### config.mk
export PLATFORM = sky130hd
export DESIGN_NAME = output_frame_sequencer
export DESIGN_NICKNAME = d
export VERILOG_FILES = /design/src/rtl/output_frame_sequencer.sv
export SDC_FILE = /design/constraint.sdc
export NUM_CORES = 1
export LEC_CHECK = 0
export CORE_MARGIN = 4
export CORE_UTILIZATION = 45
export CTS_BUF_LIST = sky130_fd_sc_hd__clkbuf_2 sky130_fd_sc_hd__clkbuf_4 sky130_fd_sc_hd__clkbuf_8
export CTS_CLUSTER_DIAMETER = 100
export CTS_CLUSTER_SIZE = 10
export DETAILED_ROUTE_END_ITERATION = 10
export PLACE_DENSITY = 0.68
export SLEW_MARGIN = 20
export SYNTH_ARGS = -nofsm -noshare
export SYNTH_HDL_FRONTEND = slang
export SYNTH_SLANG_ARGS = --single-unit
### constraint.sdc
create_clock -name clock -period 1.8 [get_ports clock]
set_clock_uncertainty 0.05 [all_clocks]
set_input_delay 0.27 -clock clock [delete_from_list [all_inputs] [get_ports clock]]
set_output_delay 0.27 -clock clock [all_outputs]
set_load 0.02 [all_outputs]
### src/rtl/output_frame_sequencer.sv
// output_frame_sequencer: two-bank frame handoff between a producer and an output fetch stage.
//   clock, reset_n            : single clock, asynchronous active-low reset
//   enable                    : permits starting a new output frame
//   wr_frame_done             : producer finished writing bank write_bank (1-cycle pulse)
//   fetch_valid               : byte-valid strobe from the fetch stage
//   start                     : run request to the fetch stage
//   output_base_offset        : bank being fetched
//   write_bank                : bank the producer writes next
//   bank_full                 : per-bank frame-ready flags
//   frame_active              : high in LOAD and STREAM
//   overrun                   : sticky, producer overwrote an unread frame
//   frames_out                : completed output frame count (wraps)
module output_frame_sequencer #(
  parameter int FRAME_WORDS    = 19200,
  parameter int BYTES_PER_WORD = 16
) (
  input  logic       clock,
  input  logic       reset_n,
  input  logic       enable,
  input  logic       wr_frame_done,
  input  logic       fetch_valid,
  output logic       start,
  output logic       output_base_offset,
  output logic       write_bank,
  output logic [1:0] bank_full,
  output logic       frame_active,
  output logic       overrun,
  output logic [7:0] frames_out
);
  localparam logic [18:0] LAST = 19'(FRAME_WORDS * BYTES_PER_WORD - 1);
  typedef enum logic [1:0] {IDLE, LOAD, STREAM, DONE} state_t;
  state_t      state;
  logic        rd_ptr;
  logic [18:0] count;
  logic [1:0]  rel;
  logic [1:0]  nf;
  logic        guard;
  // rel is bank_full after DONE releases the streamed bank, so a bank freed this
  // cycle already counts as free for the producer's write rule.
  always_comb begin
    rel   = bank_full & ~((state == DONE) ? (2'b01 << rd_ptr) : 2'b00);
    nf    = rel | (2'b01 << write_bank);
    guard = (state == LOAD || state == STREAM) && write_bank == rd_ptr;
  end
  assign frame_active = state == LOAD || state == STREAM;
  always_ff @(posedge clock or negedge reset_n) begin
    if (!reset_n) begin
      state              <= IDLE;
      start              <= 1'b0;
      output_base_offset <= 1'b0;
      write_bank         <= 1'b0;
      rd_ptr             <= 1'b0;
      bank_full          <= 2'b00;
      overrun            <= 1'b0;
      frames_out         <= 8'd0;
      count              <= '0;
    end else begin
      // A pulse aimed at the bank being streamed must not mark it full again.
      bank_full <= (wr_frame_done && !guard) ? nf : rel;
      if (wr_frame_done && !guard && !rel[~write_bank])
        write_bank <= ~write_bank;
      // Overrun: writing into the streamed bank, or both banks already hold unread frames.
      if (wr_frame_done && (guard || (rel[write_bank] && rel[~write_bank])))
        overrun <= 1'b1;
      case (state)
        IDLE: if (enable && bank_full[rd_ptr]) state <= LOAD;
        LOAD: begin
          output_base_offset <= rd_ptr;
          count              <= '0;
          start              <= 1'b1;
          state              <= STREAM;
        end
        STREAM: if (fetch_valid) begin
          count <= count + 19'd1;
          if (count == LAST) begin
            start <= 1'b0;
            state <= DONE;
          end
        end
        DONE: begin
          rd_ptr     <= ~rd_ptr;
          frames_out <= frames_out + 8'd1;
          state      <= IDLE;
        end
      endcase
    end
  end
endmodule

# Yosys cells after proc, flatten, opt, wreduce, memory -nomap -nowiden
# Cells that the tools add are included.
# totals
elab_cells	61
ff_bits	36
# classes
reduce_logical	15
shift	2
n_lt_le_gt_ge	3
n_addsub	2
n_bitwise	5
eq_ne	8
muxes	17
# op_table
operator	n
$pmux W19 S2	1
$add A19 B1 Y19 const B	1
$eq A19 B19 Y1 const B	1
$mux W19	1
$mux W2	5
$add A8 B1 Y8 const B	1
$mux W1	8
$pmux W2 S4	1
$logic_and A1 B1 Y1	6
$lt A1 B2 Y1 const B	3
$reduce_and A3 Y1	2
$eq A2 B2 Y1 const B	2
$ne A2 B2 Y1 const B	2
$shl A1 B1 Y2 const A	2
$and A2 B2 Y2	1
$eq A2 B1 Y1 const B	1
$logic_not A1 Y1	2
$logic_not A2 Y1	1
$logic_or A1 B1 Y1	2
$ne A2 B1 Y1 const B	1
$not A1 Y1	2
$not A2 Y2	1
$or A2 B2 Y2	1
$pmux W1 S2	1
other kinds (3)	3

# Logic depth before layout (Yosys ltp)
# Gate-level depths: netlist (run 1).
# logic_depth
depth_word	9
ltp_mapped	8
mapped_depth_nobuf	6

# Worst setup path after synthesis (run 1)
# No wires, ideal clock.
# synth_timing
path_kind	reg-to-reg
from	reg state[0]
to	reg count[18]
path_stages_with_launch	9
slack_ns	-0.154
path_buffers	2
t_arrival_ns	1.825
cell_sequence	dfrtp_1 inv_1 ha_1 clkbuf_2 and2_1 clkbuf_1 nand4_1 nor3b_1 mux2i_1
# synth_via
elab_chain_len	3
word_cells_on_any_way	6
classes_between	3 x eq/ne; 1 x mux; 2 x reduce/logical
# synth_rtl
element	line_no	text
start, declared	32	state_t state;
start signal, assigned	48	state <= IDLE;
start signal, assigned	66	IDLE: if (enable && bank_full[rd_ptr]) state <= LOAD;
start signal, assigned	71	state <= STREAM;
$eq A2 B2 Y1 / $eq A2 B1 Y1 (equally long branches)	65	case (state)
$ne A2 B2 Y1 (no source line) / $reduce_bool A2 Y1 (equally long branches)	--	
$reduce_and A2 Y1 (no source line)	--	
end signal, assigned	74	count <= count + 19'd1;
end, declared	34	logic [18:0] count;
# Several ways; a longest one is shown, not always the timed one.
# A chain may end at the register's enable or synchronous reset.

# Final worst setup path (run 1)
# layout_timing
from	reg count[3]
to	reg count[13]
# layout_via
elab_chain_len	3
# layout_rtl
element	line_no	text
$add A19 B1 Y19	74	
$mux W19	73	STREAM: if (fetch_valid) begin
$pmux W19 S2	65	
# Every way passes these cells. The select of a mux whose other input is x is not followed.

==> impl_metrics.ini, run 1 <==
[outcome]
outcome = finished, final reports clean

[yosys]
yosys-top-cells-area = dfrtp_1 (49%), ha_1 (4.7%), nand2_1 (4.1%)
avgSynthCellArea_um2 = 10.2
syn_inst = 181
yosysUniqueCellTypes = 42
ys_seq_area_share_pct = 48.7
synth_top_cells_by_count = dfrtp_1 (36), nand2_1 (20), o21ai_0 (15)
yosysMostFrequentCell = dfrtp_1
yosysWarnings = 0
async_flop_share_pct = 100
syn-num-nets = 193
synth_edf_count = 0
synth_top_cell_area_share_pct = 48.7
ys_ff_latch = 36
syn_area_um2 = 1850
synth_ff_type = dfrtp_1
synth_top_area_cell = dfrtp_1

[critical_path]
timing.setup.critical_path_class = reg2reg
worstPathCellList = nand3_2 > or4_4 > or4_4 > a21oi_2
cpMaxStageDelayCell = or4_4
worstSetupEndpointType = register
arrival_ns = 1.94
worst_ep_required_time_ns = 1.96
critical_path.max_fanout = 6
crit_top_cell = or4_4
critical_path_buf_inv_count = 0
path_delay_family = simple AND/OR/NAND/NOR gates
critPathMaxStageDelay_ns = 0.55
critical_path.startpoint_type = register

[clock_network]
clockBufferDepth = 2
cts_sinks = 36
cts_tree = built
insertion_delay_ns = 0.28
h-tree-depth = 2
clkTransAtPathRegs_ns = 0.07
hold_buffers = 0
cts_root_buf = clkbuf_8
numCtsBuffers = 5

[sta]
fin_ws_ns = 0.0232
relSlewSlack_pct = 69.8
tightestPinTransition_ns = 0.453
fmax_mhz = 563
period_minus_slack_ns = 1.78
timing.final.max_slew_violations = 0
holdWs_ns = 0.340
hold_viol = 0
finalSetupTns_ns = 0
post-route-period-util_pct = 98.7
setup_viol = 0

[pwr]
pwr-share-clk_pct = 36.3
powerDensity_nw_per_um2 = 702
pwr-share-comb_pct = 10.2
internal_power_w = 0.00125
leakagePower_nw = 1.04
pwr-share-seq_pct = 53.5
power_w = 0.00166
p_sw_w = 0.000407
p_sw_share_pct = 24.5
peakVddDrop_mv = 0.467

[die]
fp.dieW_um = 72.1
start_util_pct = 46.3
die_area_um2 = 5200
ioPinCount = 20
dieHeight_um = 72.1
rows = 23
core_area_um2 = 4000

[place]
hpwl_mm = 2.85
gp_congestion = 0.814
io_buffers = 19
pre_cts_ws_ns = 0.0118

[layout]
diodes = 0
layout-drive-gt1-share_pct = 20.0
fillers = 324
syn_to_final_growth_pct = 27.9
nets = 236

[global_route]
grt_overflow = 0
antenna_found_initial = 0
grt_pass1_wl_mm = 6.62
grt_max_degree = 37
grt_pass1_vias = 1450
grt_use_total_pct = 16.3

[routing]
drt_first_pass_iters = 4
drt_iter0_markers = 107
final_antenna_net_count = 0
route.detailed.drc = 0
avgViaCountPerCell = 5.58
wirelength_mm = 3.85
vias = 1535
wl_per_cell_um = 14.0

[job]
cap_viol_max_count = 0

[min_path]
hold_path.class = in2async
[cell families (layout without fill, tap and decap cells)]
kind of cell	Yosys count	count (layout)	share of synthesized area, %
XOR/XNOR	9	9	4.26
AO/OA/AOI/OAI	39	39	13.7
multiplexers	8	8	4.46
AND/OR/NAND/NOR	70	70	21.6
adder cells (fa/ha/maj)	7	7	4.73
buffers and inverters	12	56	2.57
flip-flops	36	36	48.7
[final timing paths]
path / from / endpoint / slack [ns] / depth (start not counted)
setup / recovery: count[3]$_DFFE_PN0P_ / count[13]$_DFFE_PN0P_ / 0.02 / 4
min in group clock: overrun$_DFFE_PN0P_ / overrun$_DFFE_PN0P_ / 0.41 / 1
hold reg to reg: overrun$_DFFE_PN0P_ / overrun$_DFFE_PN0P_ / 0.41 / 1
hold / removal: reset_n / count[13]$_DFFE_PN0P_ / 0.34 / 2
max in group asynchronous: reset_n / count[4]$_DFFE_PN0P_ / 1.02 / 2
setup reg to reg: count[3]$_DFFE_PN0P_ / count[13]$_DFFE_PN0P_ / 0.02 / 4
[cells in the final DEF (no fill, tap or decap), types with 2 or more instances in the layout]
master,count
a21boi_0,2
a21oi_1,3
and3_1,3
and4_1,5
buf_4,21
clkbuf_8,6
clkdlybuf4s50_1,18
dfrtp_1,35
ha_1,6
inv_1,6
mux2_2,2
mux2i_1,6
nand2_1,20
nand2b_1,3
nand3_1,7
nand3_2,2
nand4_1,8
nor2_1,5
nor4_1,2
o211ai_1,5
o21ai_0,15
o31ai_1,5
or3_1,3
or4_4,2
xnor2_1,5
xor2_1,4
[per-layer routing]
layer	track usage [%]	share of wire [%]	wire length [um]
met5	0	0	0
met4	5.43	1.4	55
met3	4.57	3.4	129
met2	25.7	49	1890
met1	21.6	46	1770
[metrics by stage]
stage                     util (%)  instance area, um^2  instances
final                         59.2                 2370        275
after global routing          59.2                 2370        275
after CTS                     58.3                 2330        273
after detailed placement      55.9                 2240        265
after global placement        55.9                 2240        265
after floorplan                  -                 1870        181
[power by group through the flow]
stage / Clock [W] / Combinational (W) / Sequential (W)
floorplan: 0 / 0.0000626 / 0.000901
global placement: 0 / 0.000160 / 0.000899
detailed placement: 0 / 0.000166 / 0.000901
CTS: 0.000628 / 0.000167 / 0.000886
global route: 0.000662 / 0.000192 / 0.000894
finish: 0.000604 / 0.000170 / 0.000889
[repair_timing]
action | 4_1_cts | 5_1_grt
hold endpoints to repair | 0 | 0
setup endpoints to repair | 1 | 6
pin swaps | 0 | 1
resized for setup | 1 | 7
setup buffers | 0 | 2
[final cells by class]
type	count	area, um^2	share of cell area [%]
clock buffers	7	90.1	3.81
clock inverters	1	7.51	0.317
inverters	7	26.3	1.11
multi-input cells	133	920	38.8
flip-flops and latches	36	902	38.1
well taps	50	62.6	2.64
repair buffers	41	359	15.2
[registers in the layout, summed over array words and instances, names as in the netlist]
name / cells
write_bank: 1
frames_out: 8
start: 1
bank_full: 2
state: 2
overrun: 1
count: 19
rd_ptr: 1
output_base_offset: 1
[worst register-to-register path: cells and delay by family, from the launching register on]
| kind | cells | cell delay, ns |
|---|---|---|
| AOI/OAI and AO/OA | 1 | 0.16 |
| DFF | 1 | 0.43 |
| and+or+nand+nor | 3 | 1.07 |
Note: power is estimated with default switching activity, not from simulation.
==> run 2, diff against run 1 <==
--- a/config.mk
+++ b/config.mk
@@ -5,6 +5,7 @@
 export SDC_FILE = /design/constraint.sdc
 export NUM_CORES = 1
 export LEC_CHECK = 0
+export ABC_AREA = 1
 export CORE_MARGIN = 4
 export CORE_UTILIZATION = 45
 export CTS_BUF_LIST = sky130_fd_sc_hd__clkbuf_2 sky130_fd_sc_hd__clkbuf_4 sky130_fd_sc_hd__clkbuf_8
@@ -12,6 +13,7 @@
 export CTS_CLUSTER_SIZE = 10
 export DETAILED_ROUTE_END_ITERATION = 10
 export PLACE_DENSITY = 0.68
+export RECOVER_POWER = 100
 export SLEW_MARGIN = 20
 export SYNTH_ARGS = -nofsm -noshare
 export SYNTH_HDL_FRONTEND = slang
==> run 2 against run 1 <==
  * Synthesized cell count rose by 37%
  * Critical path depth down 3
  * Combinational power increased to 7.4 times the previous value
  * Sequential share of layout area grew 0.66 points
  * Die area is 5.3% higher
  * Non-clock buffer count is 18 lower
  * Setup slack improved by 0.11 ns
  * Power is 82% higher
  * Wire length up 4.8%
  * Count of clock-buffer cells in the layout is the same
  * Clock power up 3%
  * Worst hold slack improved by 0.070 ns
  * Largest cell class unchanged
==> impl_metrics.ini, run 2 <==
[outcome]
outcome = finished, final reports clean

[critical_path]
timing.setup.critical_path_class = reg2out
critical_path.startpoint_type = register
ff2ff_path_depth = 9
critical_path_buf_inv_count = 1
critical_path.max_fanout = 5
worstPathCellList = clkdlybuf4s50_1
cpMaxStageDelayCell = clkdlybuf4s50_1
worst_ep_required_time_ns = 1.48
worstSetupEndpointType = output pin
critPathMaxStageDelay_ns = 0.64
crit_cells = 1
arrival_ns = 1.35
path_delay_family = buffers and inverters

[die]
rows = 23
start_util_pct = 47.6
fp.dieW_um = 74.0
die_area_um2 = 5480
core_area_um2 = 4120
ioPinCount = 20
dieHeight_um = 74.0

[routing]
vias = 1615
drt_first_pass_iters = 4
wl_per_cell_um = 12.3
final_antenna_net_count = 0
wirelength_mm = 4.03
avgViaCountPerCell = 4.94
route.detailed.drc = 0
drt_iter0_markers = 160

[sta]
fin_ws_ns = 0.128
setup_viol = 0
period_minus_slack_ns = 1.67
tightestPinTransition_ns = 0.871
post-route-period-util_pct = 92.9
hold_viol = 0
fmax_mhz = 598
relSlewSlack_pct = 41.9
timing.final.max_slew_violations = 0

[layout]
fillers = 383
final_cell_mix = nand2_1 (61), dfrtp_1 (36), nor2_1 (34)
largest_register_ffs = 19
layout-drive-gt1-share_pct = 9.39
seq_area_um2 = 901
design_area_um2 = 2320
reg_top3 = count (19), frames_out (8)
diodes = 0
syn_to_final_growth_pct = 18.5
regMostFlops = count
nets = 288
multi_input_area_um2 = 917
layout_commonest_cell = nand2_1

[min_path]
min_path_cells = 1
hold_path.class = reg2reg

[global_route]
grt_pass1_vias = 1659
grt_overflow = 0
antenna_found_initial = 0
grt_max_degree = 37
grt_use_total_pct = 17.0
grt_pass1_wl_mm = 7.22

[yosys]
yosysWarnings = 0
async_flop_share_pct = 100
synth_ff_type = dfrtp_1
synth_top_area_cell = dfrtp_1
ys_seq_area_share_pct = 45.9
yosysMostFrequentCell = nand2_1
synth_top_cells_by_count = nand2_1 (61), dfrtp_1 (36), nor2_1 (34)
syn-num-nets = 260
yosysUniqueCellTypes = 27
synth_edf_count = 0
yosys-top-cells-area = dfrtp_1 (46%), nand2_1 (12%), nor2_1 (6.5%)
avgSynthCellArea_um2 = 7.91
syn_area_um2 = 1960
syn_inst = 248
ys_ff_latch = 36
synth_top_cell_area_share_pct = 45.9

[place]
gp_congestion = 0.883
io_buffers = 19
pre_cts_ws_ns = 0.0777
placed_area_um2 = 2220
hpwl_mm = 2.96

[clock_network]
clkTransAtPathRegs_ns = 0.07
numCtsBuffers = 5
cts_sinks = 36
insertion_delay_ns = 0.29
clockBufferDepth = 2
cts_post_setup_buffers_inserted = 0
cts_root_buf = clkbuf_8
cts_tree = built
h-tree-depth = 2

[pwr]
powerDensity_nw_per_um2 = 1300
p_sw_w = 0.00122
pwr-share-clk_pct = 20.5
p_sw_share_pct = 40.4
leakagePower_nw = 1.14
peakVddDrop_mv = 0.820
pwr-share-comb_pct = 41.5
internal_power_w = 0.00180
pwr-share-seq_pct = 37.9

[job]
cap_viol_max_count = 0
[run 2: cells by family after synthesis]
| group | after synthesis | share of synthesized area (%) |
|---|---|---|
| DFF | 36 | 45.9 |
| AOI/OAI and AO/OA | 28 | 7.79 |
| buffers and inverters | 36 | 7.40 |
| xor gates and xnor gates | 9 | 4.02 |
| and+or+nand+nor | 132 | 30.4 |
| adders and majority gates | 7 | 4.47 |
[run 2: per-layer routing]
layer  routed length [um]  share of wire, %  GRT usage (%)  up-vias
met1                 2010                50           22.2      725
li1                     -                 -              -      844
met5                    0                 0              0        -
met4                   80               2.0           7.65        0
met3                  191               4.7           4.86       12
met2                 1750                43           26.4       34
[run 2: through the flow]
| step | total power, W | hold slack [ns] | cells | util [%] | TNS, ns |
|---|---|---|---|---|---|
| 2_1_floorplan | 0.00196 | -0.0756 | 248 | - | 0 |
| 3_3_place_gp | 0.00243 | 0.285 | 318 | 54.0 | 0 |
| 3_5_place_dp | 0.00243 | 0.289 | 318 | 54.0 | 0 |
| 4_1_cts | 0.00305 | 0.418 | 327 | 56.6 | 0 |
| 5_1_grt | 0.00324 | 0.440 | 327 | 56.5 | -0.0114 |
| 6_report | 0.00302 | 0.410 | 327 | 56.5 | 0 |
[run 2: area by class of cell]
class                   count  share of cell area (%)
multi-input cells         176                    39.5
clock inverters             1                   0.323
flip-flops and latches     36                    38.8
well taps                  50                    2.69
inverters                  34                    5.82
repair buffers             23                    9.05
clock buffers               7                    3.88
[run 2: worst paths after layout]
check                                           from                     to  slack (ns)
min                              overrun$_DFFE_PN0P_    overrun$_DFFE_PN0P_        0.41
max in group asynchronous                    reset_n   state[1]$_DFFE_PN0P_        0.50
max reg2reg                     state[0]$_DFFE_PN0P_  count[17]$_DFFE_PN0P_        0.18
min in group asynchronous                    reset_n   count[3]$_DFFE_PN0P_        0.65
max                        frames_out[3]$_DFFE_PN0N_          frames_out[3]        0.13
min reg2reg                      overrun$_DFFE_PN0P_    overrun$_DFFE_PN0P_        0.41
[run 2: power groups by stage]
stage	Sequential (W)	Combinational, W	Clock [W]
3_5_place_dp	0.00115	0.00128	0
2_1_floorplan	0.00124	0.000717	0
5_1_grt	0.00117	0.00140	0.000668
6_report	0.00114	0.00125	0.000620
3_3_place_gp	0.00115	0.00127	0
4_1_cts	0.00114	0.00127	0.000639
[run 2: timing repair]
item                                   in CTS  in global routing
gates resized for setup                     1                  3
endpoints found under the hold margin      36                  0
setup endpoints to repair                   1                  8
hold buffers                                1                  0
